$ cat config.mk
export PLATFORM = sky130hd
export DESIGN_NAME = hamming_enc_sched
export DESIGN_NICKNAME = d
export VERILOG_FILES = /design/src/rtl/hamming_pkg.sv /design/src/rtl/hamming_enc_sched_arb.sv /design/src/rtl/hamming_enc_sched.sv
export SDC_FILE = /design/constraint.sdc
export NUM_CORES = 1
export LEC_CHECK = 0
export ABC_AREA = 1
export BUFFER_PORTS_ARGS = -buffer_cell sky130_fd_sc_hd__buf_2
export CORE_UTILIZATION = 25
export DETAILED_ROUTE_END_ITERATION = 16
export GPL_TIMING_DRIVEN = 0
export PLACE_DENSITY = 0.43
export SYNTH_ARGS = -nofsm -noshare
export SYNTH_HDL_FRONTEND = slang
export SYNTH_SLANG_ARGS = --single-unit
$ cat constraint.sdc
create_clock -name clk -period 2.8 [get_ports clk]
set_input_delay 0.14 -clock clk [delete_from_list [all_inputs] [get_ports clk]]
set_output_delay 0.14 -clock clk [all_outputs]
set_load 0.02 [all_outputs]
$ cat src/rtl/hamming_pkg.sv
// Shared constants, state encoding and the Hamming(21,16) encoder used by
// the encode scheduler.
package hamming_pkg;

    localparam int DATA_W = 16;
    localparam int CODE_W = 21;

    // Codeword positions (1-based) that carry parity
    localparam int P_POS1  = 1;
    localparam int P_POS2  = 2;
    localparam int P_POS4  = 4;
    localparam int P_POS8  = 8;
    localparam int P_POS16 = 16;
    localparam int N_PARITY = 5;

    localparam logic [CODE_W-1:0] PARITY_MASK =
        (CODE_W'(1) << (P_POS1 - 1)) | (CODE_W'(1) << (P_POS2 - 1)) |
        (CODE_W'(1) << (P_POS4 - 1)) | (CODE_W'(1) << (P_POS8 - 1)) |
        (CODE_W'(1) << (P_POS16 - 1));

    typedef enum logic {IDLE, BURST} state_t;

    // Data bits fill non-parity positions in ascending order; parity bit at
    // position 2^k is the even parity of every data position with bit k set.
    function automatic logic [CODE_W-1:0] ham_encode(input logic [DATA_W-1:0] data);
        logic [CODE_W-1:0] code;
        logic              parity;
        int                dataIdx;
        int                tgt;
        code    = '0;
        dataIdx = 0;
        for (int b = 0; b < CODE_W; b++) begin
            if (!PARITY_MASK[b[4:0]]) begin
                code[b[4:0]] = data[dataIdx[3:0]];
                dataIdx++;
            end
        end
        for (int k = 0; k < N_PARITY; k++) begin
            parity = 1'b0;
            for (int b = 0; b < CODE_W; b++) begin
                if (!PARITY_MASK[b[4:0]] && (((b + 1) >> k) & 1) != 0)
                    parity ^= code[b[4:0]];
            end
            tgt = (1 << k) - 1;
            code[tgt[4:0]] = parity;
        end
        return code;
    endfunction

endpackage

$ cat src/rtl/hamming_enc_sched_arb.sv
// Combinational round-robin picker: first set request at or after ptr,
// wrapping modulo N.
module rr_arbiter #(
    parameter  int N = 4,
    localparam int W = $clog2(N)
) (
    input  logic [N-1:0] req,
    input  logic [W-1:0] ptr,
    output logic [N-1:0] grantOh,
    output logic [W-1:0] grantIdx
);

    int idx;

    // NOTE: every always_comb output gets a default before any branch so no latch is inferred.
    always_comb begin
        grantOh  = '0;
        grantIdx = '0;
        idx      = 0;
        for (int off = 0; off < N; off++) begin
            idx = int'(ptr) + off;
            if (idx >= N) idx -= N;
            if (grantOh == '0 && req[idx[W-1:0]]) begin
                grantOh[idx[W-1:0]] = 1'b1;
                grantIdx            = idx[W-1:0];
            end
        end
    end

endmodule

$ cat src/rtl/hamming_enc_sched.sv
// Shares one Hamming(21,16) encoder among N_REQ requesters with round-robin
// grants of bounded burst length and a single valid/ready output slot.
module hamming_enc_sched
    import hamming_pkg::*;
#(
    parameter  int N_REQ     = 4,
    parameter  int BURST_LEN = 4,
    localparam int SRC_W     = $clog2(N_REQ)
) (
    input  logic                    clk,
    input  logic                    rst,
    input  logic [N_REQ-1:0]        req_valid,
    input  logic [DATA_W*N_REQ-1:0] req_data,
    output logic [N_REQ-1:0]        req_ready,
    output logic                    out_valid,
    output logic [CODE_W-1:0]       out_data,
    output logic [SRC_W-1:0]        out_src,
    input  logic                    out_ready,
    output logic                    busy,
    output logic [15:0]             word_cnt
);

    state_t             state, nextState;
    logic [SRC_W-1:0]   grant, rrPtr, arbIdx;
    logic [N_REQ-1:0]   arbOh;
    logic [7:0]         burstCnt;
    logic [DATA_W-1:0]  grantData;
    logic               slotFree, grantValid, lastBeat, accept, releaseGrant;

    rr_arbiter #(.N(N_REQ)) uArb (
        .req      (req_valid),
        .ptr      (rrPtr),
        .grantOh  (arbOh),
        .grantIdx (arbIdx)
    );

    // The slot can take a word when empty or when it drains this same cycle
    assign slotFree   = !out_valid || out_ready;
    assign grantValid = req_valid[grant];
    assign grantData  = req_data[DATA_W*grant +: DATA_W];
    assign lastBeat   = (burstCnt == 8'(BURST_LEN - 1));
    assign busy       = (state != IDLE) || out_valid;

    always_comb begin
        nextState    = state;
        req_ready    = '0;
        accept       = 1'b0;
        releaseGrant = 1'b0;
        case (state)
            IDLE: begin
                if (|arbOh) nextState = BURST;
            end
            BURST: begin
                if (grantValid && slotFree) begin
                    req_ready[grant] = 1'b1;
                    accept           = 1'b1;
                end
                // A stalled slot never releases; an idle requester only does so once the slot could accept
                releaseGrant = (accept && lastBeat) || (!grantValid && slotFree);
                if (releaseGrant) nextState = IDLE;
            end
            default: nextState = IDLE;
        endcase
    end

    // NOTE: sequential state uses non-blocking assignments so every register samples pre-edge values.
    always_ff @(posedge clk) begin
        if (rst) begin
            state     <= IDLE;
            grant     <= '0;
            rrPtr     <= '0;
            burstCnt  <= '0;
            out_valid <= 1'b0;
            out_data  <= '0;
            out_src   <= '0;
            word_cnt  <= '0;
        end else begin
            state <= nextState;
            if (state == IDLE && |arbOh) begin
                grant    <= arbIdx;
                burstCnt <= '0;
            end
            if (accept) burstCnt <= burstCnt + 8'd1;
            if (releaseGrant)
                rrPtr <= (grant == SRC_W'(N_REQ - 1)) ? '0 : grant + SRC_W'(1);
            if (accept) begin
                out_valid <= 1'b1;
                out_data  <= ham_encode(grantData);
                out_src   <= grant;
            end else if (out_ready) begin
                out_valid <= 1'b0;
            end
            if (out_valid && out_ready) word_cnt <= word_cnt + 16'd1;
        end
    end

endmodule
==> out/qor.csv, run 1 <==
metric;value;unit
R2R setup slack;0.53;ns
WS Path Type;reg -> out;
final hold viol count;0;
DPL Wire Length;9420;um
compound-gate portion of the synthesized area;12.3;%
cell area after layout;0.00469;mm^2
max_slew headroom;56.5;%
Synth Area in XOR/XNOR;3.72;%
DRT antenna net count;0;
Reg2Reg Depth;15;
Overall Global Routing Usage;15.5;%
leak pwr;2.42;nW
Root Buffer Master;clkbuf_16;
peak supply drop;0.440;mV
final setup skew;0.0111;ns
first-pass GRT wire length;19500;um
worst hold path class;in -> reg;
flop and latch count out of synthesis;53;
Max Cap Viol;0;
global placement routability congestion;0.795;
NetSw;0.00239;W
Pins Over Slew Limit;0;
PostCTS Resize Cnt;0;
setup violators final;0;
drt total wl;11800;um
clock share of power;13.8;%
fmax;429;MHz
Comb pwr share;63.8;%
Core Area;0.0145;mm^2
Setup crit start kind;register;
Via density;4.54;
P&R area growth vs syn;25.5;%
initial antenna violation count;0;
Die Y;124;um
DIE AREA;0.0154;mm^2
Initial DRT Pass Iterations;5;
Worst-path clk slew;0.08;ns
CTS Buf Count;5;
cell taking the most area after synthesis;dfxtp_1;
hold_buf cts;0;
setup TNS;0;ns
Post-Syn Instances;609;
RSZ-0062 raised after global routing;no;
CTS sink cnt;53;
worst-margin pin slew;0.653;ns
sequential share of power;22.4;%
port buffer count;114;
vias in the first global route;3976;
post-route minimum period;2.33;ns
CTS Buffer Depth;2;
clk_lat worst skew;0.30;ns
Post-Syn Nets;694;
Yosys top cell area share;28.4;%
Die Wd;124;um
Synth warnings;0;
Starting Density;25.7;%
crit path max fanout;10;
CP Launch Point;grant[0];
largest net degree at the start of global routing;19;
Post-synth EDFFs;0;
# Post-CTS Setup Buffers;0;
Post-DP Area;0.00453;mm^2
Post-route DRC;0;
worst r2r dst;grant[0];
CTS HTree Levels;2;
row count;44;
Crit path required time;2.66;ns
post-synthesis async set-or-reset flop share;0;%
Layout Nets;815;
CP Capture Type;primary output;
DR WL/cell;12.9;um
area share of fa/ha/maj cells after synthesis;4.69;%
sequential share of the synthesized area;28.4;%
Distinct cells, synth;34;
simple-gate share of the synthesized area;40.7;%
synthesized area per cell;6.13;um^2
Synth area leaders;dfxtp_1 (28%), nand2_1 (22%), nand3_1 (9.5%);
P_int;0.00226;W
ANT cells;0;
RR Startpoint;rrPtr[0];
First DRT Iteration DRCs;188;
largest family of logic cells by synthesized area;simple AND/OR/NAND/NOR gates;
outcome;completed;
Power Dens Cells;994;mW/mm^2
post-synthesis mux area share;0;%
Worst Path Arrival;2.19;ns
predominant post-synthesis flop cell;dfxtp_1;
final worst-path cycle share;83.2;%
layout cells sized above 1;23.3;%
Cell Area, Synth;0.00373;mm^2
total gr overflow;0;
CTS tree;yes;
routed vias;4155;
worst setup path endpoint;req_ready[3];
Sw Ratio;51.4;%
I/O Pins;116;
==> Yosys cell counts (3+ instances only) <==
cell type	instances
nor2_1	41
o21ai_1	4
ha_1	14
clkbuf_1	5
nand4_1	3
nand2_2	8
nor3b_1	3
buf_6	7
nand2_1	218
nor3_1	3
dfxtp_1	53
buf_2	10
nor2_2	4
xor2_1	5
inv_1	52
xnor2_1	9
a21oi_1	43
inv_2	8
nand3_1	71
o21ai_0	32
==> power groups by stage <==
stage | Clock (W) | Sequential (W) | Combinational [W]
after floorplan | 0 | 0.00119 | 0.00205
after global placement | 0 | 0.00106 | 0.00296
after detailed placement | 0 | 0.00106 | 0.00299
after CTS | 0.000661 | 0.00104 | 0.00301
after global routing | 0.000700 | 0.00107 | 0.00338
final | 0.000642 | 0.00104 | 0.00297
==> cell usage in the layout (no fill, tap or decap), types with 2 or more instances in the layout <==
cell type and instances:
o21ai_1 4, a21oi_1 43, nand4_1 3, nand2_2 8, clkinvlp_4 2, ha_1 14
nor3b_1 3, nor3_1 3, buf_6 7, nand2_4 2, nor2_1 41, o21ai_0 32
nor2_2 4, dfxtp_1 53, xnor2_1 9, inv_2 8, nand3_1 71, xor2_1 5
clkbuf_1 5, clkbuf_16 5, o21ai_2 2, inv_1 52, nand2_1 218, buf_2 124
==> final cells by class <==
type | instances | area (um^2)
repair buffers | 114 | 571
inverters | 60 | 225
fillers | 1677 | 9850
flip-flops and latches | 53 | 1060
well taps | 184 | 230
clock inverters | 3 | 26.3
plain buffers | 23 | 155
multi-input cells | 473 | 2290
clock buffers | 5 | 125
==> stage by stage <==
step / util, % / hold slack [ns] / total power (W) / std cells / setup WS [ns]
floorplan: - / 0.345 / 0.00325 / 609 / 0.847
global placement: 31.2 / 0.469 / 0.00402 / 907 / 0.536
detailed placement: 31.2 / 0.479 / 0.00405 / 907 / 0.517
CTS: 32.2 / 0.167 / 0.00471 / 915 / 0.460
global route: 32.2 / 0.197 / 0.00515 / 915 / 0.289
finish: 32.2 / 0.169 / 0.00466 / 915 / 0.472
==> state kept, by name (all words and copies together) (netlist names) <==
name	flops
out_data	21
rrPtr	2
burstCnt	8
out_src	2
state	1
word_cnt	16
grant	2
out_valid	1
==> kinds of logic after synthesis <==
family | after synthesis
buf+inv | 83
flops | 53
simple gates | 357
compound gates | 87
xor+xnor | 15
fa+ha+maj | 14
==> worst min-delay path by stage <==
stage / endpoint / cells past startpoint / slack [ns] / start
2_1_floorplan: out_valid / 3 / 0.34 / out_ready
3_3_place_gp: burstCnt[6] / 2 / 0.47 / burstCnt[6]
3_5_place_dp: burstCnt[6] / 2 / 0.48 / burstCnt[6]
4_1_cts: out_valid / 4 / 0.17 / out_ready
5_1_grt: out_valid / 4 / 0.20 / out_ready
6_report: out_valid / 4 / 0.17 / out_ready
==> worst max-delay path, stage by stage, from the launching register on <==
cell	delay (ns)
dfxtp_1	0.41
buf_6	0.19
buf_6	0.15
o21ai_1	0.07
nand2_1	0.11
nand2_1	0.10
nor2_4	0.20
inv_2	0.11
buf_2	0.20
nor2_1	0.14
buf_2	0.19
==> routing by layer <==
metal	GRT usage [%]	vias up	wire length (um)
li1	-	2182	-
met1	19.0	1897	5540
met2	28.5	67	5850
met3	2.33	9	315
met4	2.91	0	91
met5	0	-	0
Power figures use the tool's default switching activity.
==> run 2, diff against run 1 <==
--- a/config.mk
+++ b/config.mk
@@ -10,7 +10,7 @@
 export CORE_UTILIZATION = 25
 export DETAILED_ROUTE_END_ITERATION = 16
 export GPL_TIMING_DRIVEN = 0
-export PLACE_DENSITY = 0.43
+export PLACE_DENSITY = 0.44
 export SYNTH_ARGS = -nofsm -noshare
 export SYNTH_HDL_FRONTEND = slang
 export SYNTH_SLANG_ARGS = --single-unit
==> constraint.sdc (replaced) <==
create_clock -name clk -period 1.9 [get_ports clk]
set_input_delay 0.095 -clock clk [delete_from_list [all_inputs] [get_ports clk]]
set_output_delay 0.095 -clock clk [all_outputs]
set_load 0.02 [all_outputs]
==> run 2 against run 1 <==
Clock-buffer cell count is 2 higher. Flip-flop and latch count is the same. Clock skew is 0.0014 ns higher. Clock power grew 53%. Core utilization increased by 4.5 points. Combinational power is 90% higher. Largest power group unchanged. Die area unchanged.
==> out/qor.csv, run 2 (synthesis results as in run 1) <==
metric;value;unit
CTS Buf Count;5;
RSZ-0062 raised after global routing;yes;
DPL Wire Length;9360;um
cell area after layout;0.00533;mm^2
Power Dens Cells;1530;mW/mm^2
Die Y;124;um
DR WL/cell;13.2;um
metal1 wirelength;5670;um
total gr overflow;0;
CP peak stage delay;0.36;ns
register bank with the most flops;out_data;
register area;0.00108;mm^2
Core Area;0.0145;mm^2
Worst path slowest cell;dfxtp_4;
routed vias;4316;
Worst Path Arrival;2.09;ns
final setup skew;0.0125;ns
setup violators final;0;
drt total wl;12400;um
Layout Nets;839;
clk_lat worst skew;0.29;ns
Place WS;-0.303;ns
post-route minimum period;1.86;ns
WS Path Type;reg -> reg;
Crit path required time;2.13;ns
final worst-path cycle share;98.0;%
biggest regs;out_data (21), word_cnt (16), burstCnt (8);
Initial DRT Pass Iterations;4;
worst-margin pin slew;0.609;ns
Top Family by Delay on Critical Path;simple AND/OR/NAND/NOR gates;
Post-DP Area;0.00454;mm^2
Via density;4.60;
First DRT Iteration DRCs;132;
Starting Density;25.7;%
Pwr Total;0.00817;W
CP Capture Type;register;
Crit path buffers/inverters;4;
Worst-path clk slew;0.07;ns
global placement routability congestion;0.822;
Pins Over Slew Limit;0;
ANT cells;0;
setup TNS;0;ns
Setup crit start kind;register;
max_slew headroom;59.4;%
commonest cells after routing, fill and taps aside;nand2_1 (184), buf_2 (116), nand3_1 (56);
CTS HTree Levels;2;
fmax;537;MHz
Multi-input gate area;0.00261;mm^2
row count;44;
setup ws final;0.0381;ns
port buffer count;114;
leak pwr;2.65;nW
WL met3;385;um
max layer used;met4;
DR WL met2;6250;um
peak supply drop;0.606;mV
Die Wd;124;um
worst hold path class;in -> reg;
CTS Buffer Depth;2;
utilization after layout;36.7;%
largest net degree at the start of global routing;17;
DIE AREA;0.0154;mm^2
Largest register FFs;21;
fill count;1647;
P&R area growth vs syn;42.8;%
DRT antenna net count;0;
initial antenna violation count;0;
layout cells sized above 1;35.5;%
CTS sink cnt;53;
CTS tree;yes;
I/O Pins;116;
final hold viol count;0;
vias in the first global route;4094;
Overall Global Routing Usage;15.7;%
CP cell instances;buf_8 -> clkinv_8 -> ha_4 -> inv_4 -> nand3_2 -> nand2_2 -> inv_2 -> nand2_2 -> nand2_4 -> a21oi_4 -> nand2_1 -> a21oi_1 -> nor2_2 -> nor2_2;
commonest non-fill, non-tap cell in the layout;nand2_1;
Root Buffer Master;clkbuf_16;
first-pass GRT wire length;19800;um
crit path max fanout;6;
Max Cap Viol;0;
Post-route DRC;0;
outcome;completed;
## run 2: changes by cell type in the layout (fill, tap and decap cells not counted), moves of 5 or more
cell and delta:
nand2_1 -34, nand2_2 +28, buf_4 +24, nand3_1 -15
nand3_2 +15, buf_2 -8, nand2_4 +6, buf_8 +5
inv_1 -5, nor2_1 -5
## run 2: metal layers
layer / track usage, % / up-vias
met3: 2.54 / 12
met2: 28.6 / 70
met5: 0 / -
met4: 2.69 / 0
met1: 19.3 / 2003
li1: - / 2231
## run 2: worst register-to-register path, delay by kind of cell (launching register included)
kind / cells / cell delay [ns]
AND/OR/NAND/NOR: 7 / 0.55
AO/OA/AOI/OAI: 2 / 0.36
flip-flops: 1 / 0.36
buffers and inverters: 4 / 0.30
adder cells (fa/ha/maj): 1 / 0.23
## run 2: final cells by class
cell class / instances / area share (%)
Buffer: 23 / 3.82
Tap cell: 184 / 4.32
Clock buffer: 7 / 2.86
Timing Repair Buffer: 137 / 14.8
Sequential cell: 53 / 20.2
Inverter: 60 / 4.83
Multi-Input combinational cell: 474 / 49.0
Clock inverter: 1 / 0.164
## run 2: final timing paths
path,from,slack [ns],cells after the start,endpoint
worst max-delay path,rrPtr[0],0.04,14,grant[0]
worst min-delay path,out_ready,0.16,4,out_valid
worst max register to register,rrPtr[0],0.04,14,grant[0]
worst min register to register,burstCnt[6],0.48,2,burstCnt[6]
## run 2: through the flow
stage / std cells / hold WS, ns
2_1_floorplan: 609 / 0.300
3_3_place_gp: 907 / 0.440
3_5_place_dp: 907 / 0.453
4_1_cts: 922 / 0.158
5_1_grt: 939 / 0.178
6_report: 939 / 0.163
## run 2: report_power, final
| group | leakage, nW | switching (W) | internal [W] |
|---|---|---|---|
| Clock | 0.0805 | 0.000416 | 0.000566 |
| Combinational | 2.13 | 0.00344 | 0.00220 |
| Sequential | 0.435 | 0.000180 | 0.00138 |
| Total | 2.65 | 0.00403 | 0.00414 |
## run 2: what timing repair did
action | 4_1_cts | 5_1_grt
resized for setup | 27 | 96
setup buffers | 6 | 16
pin swaps | 4 | 25
cloned | 1 | 1
endpoints found under the setup margin | 21 | 27
hold buffers | 0 | 0
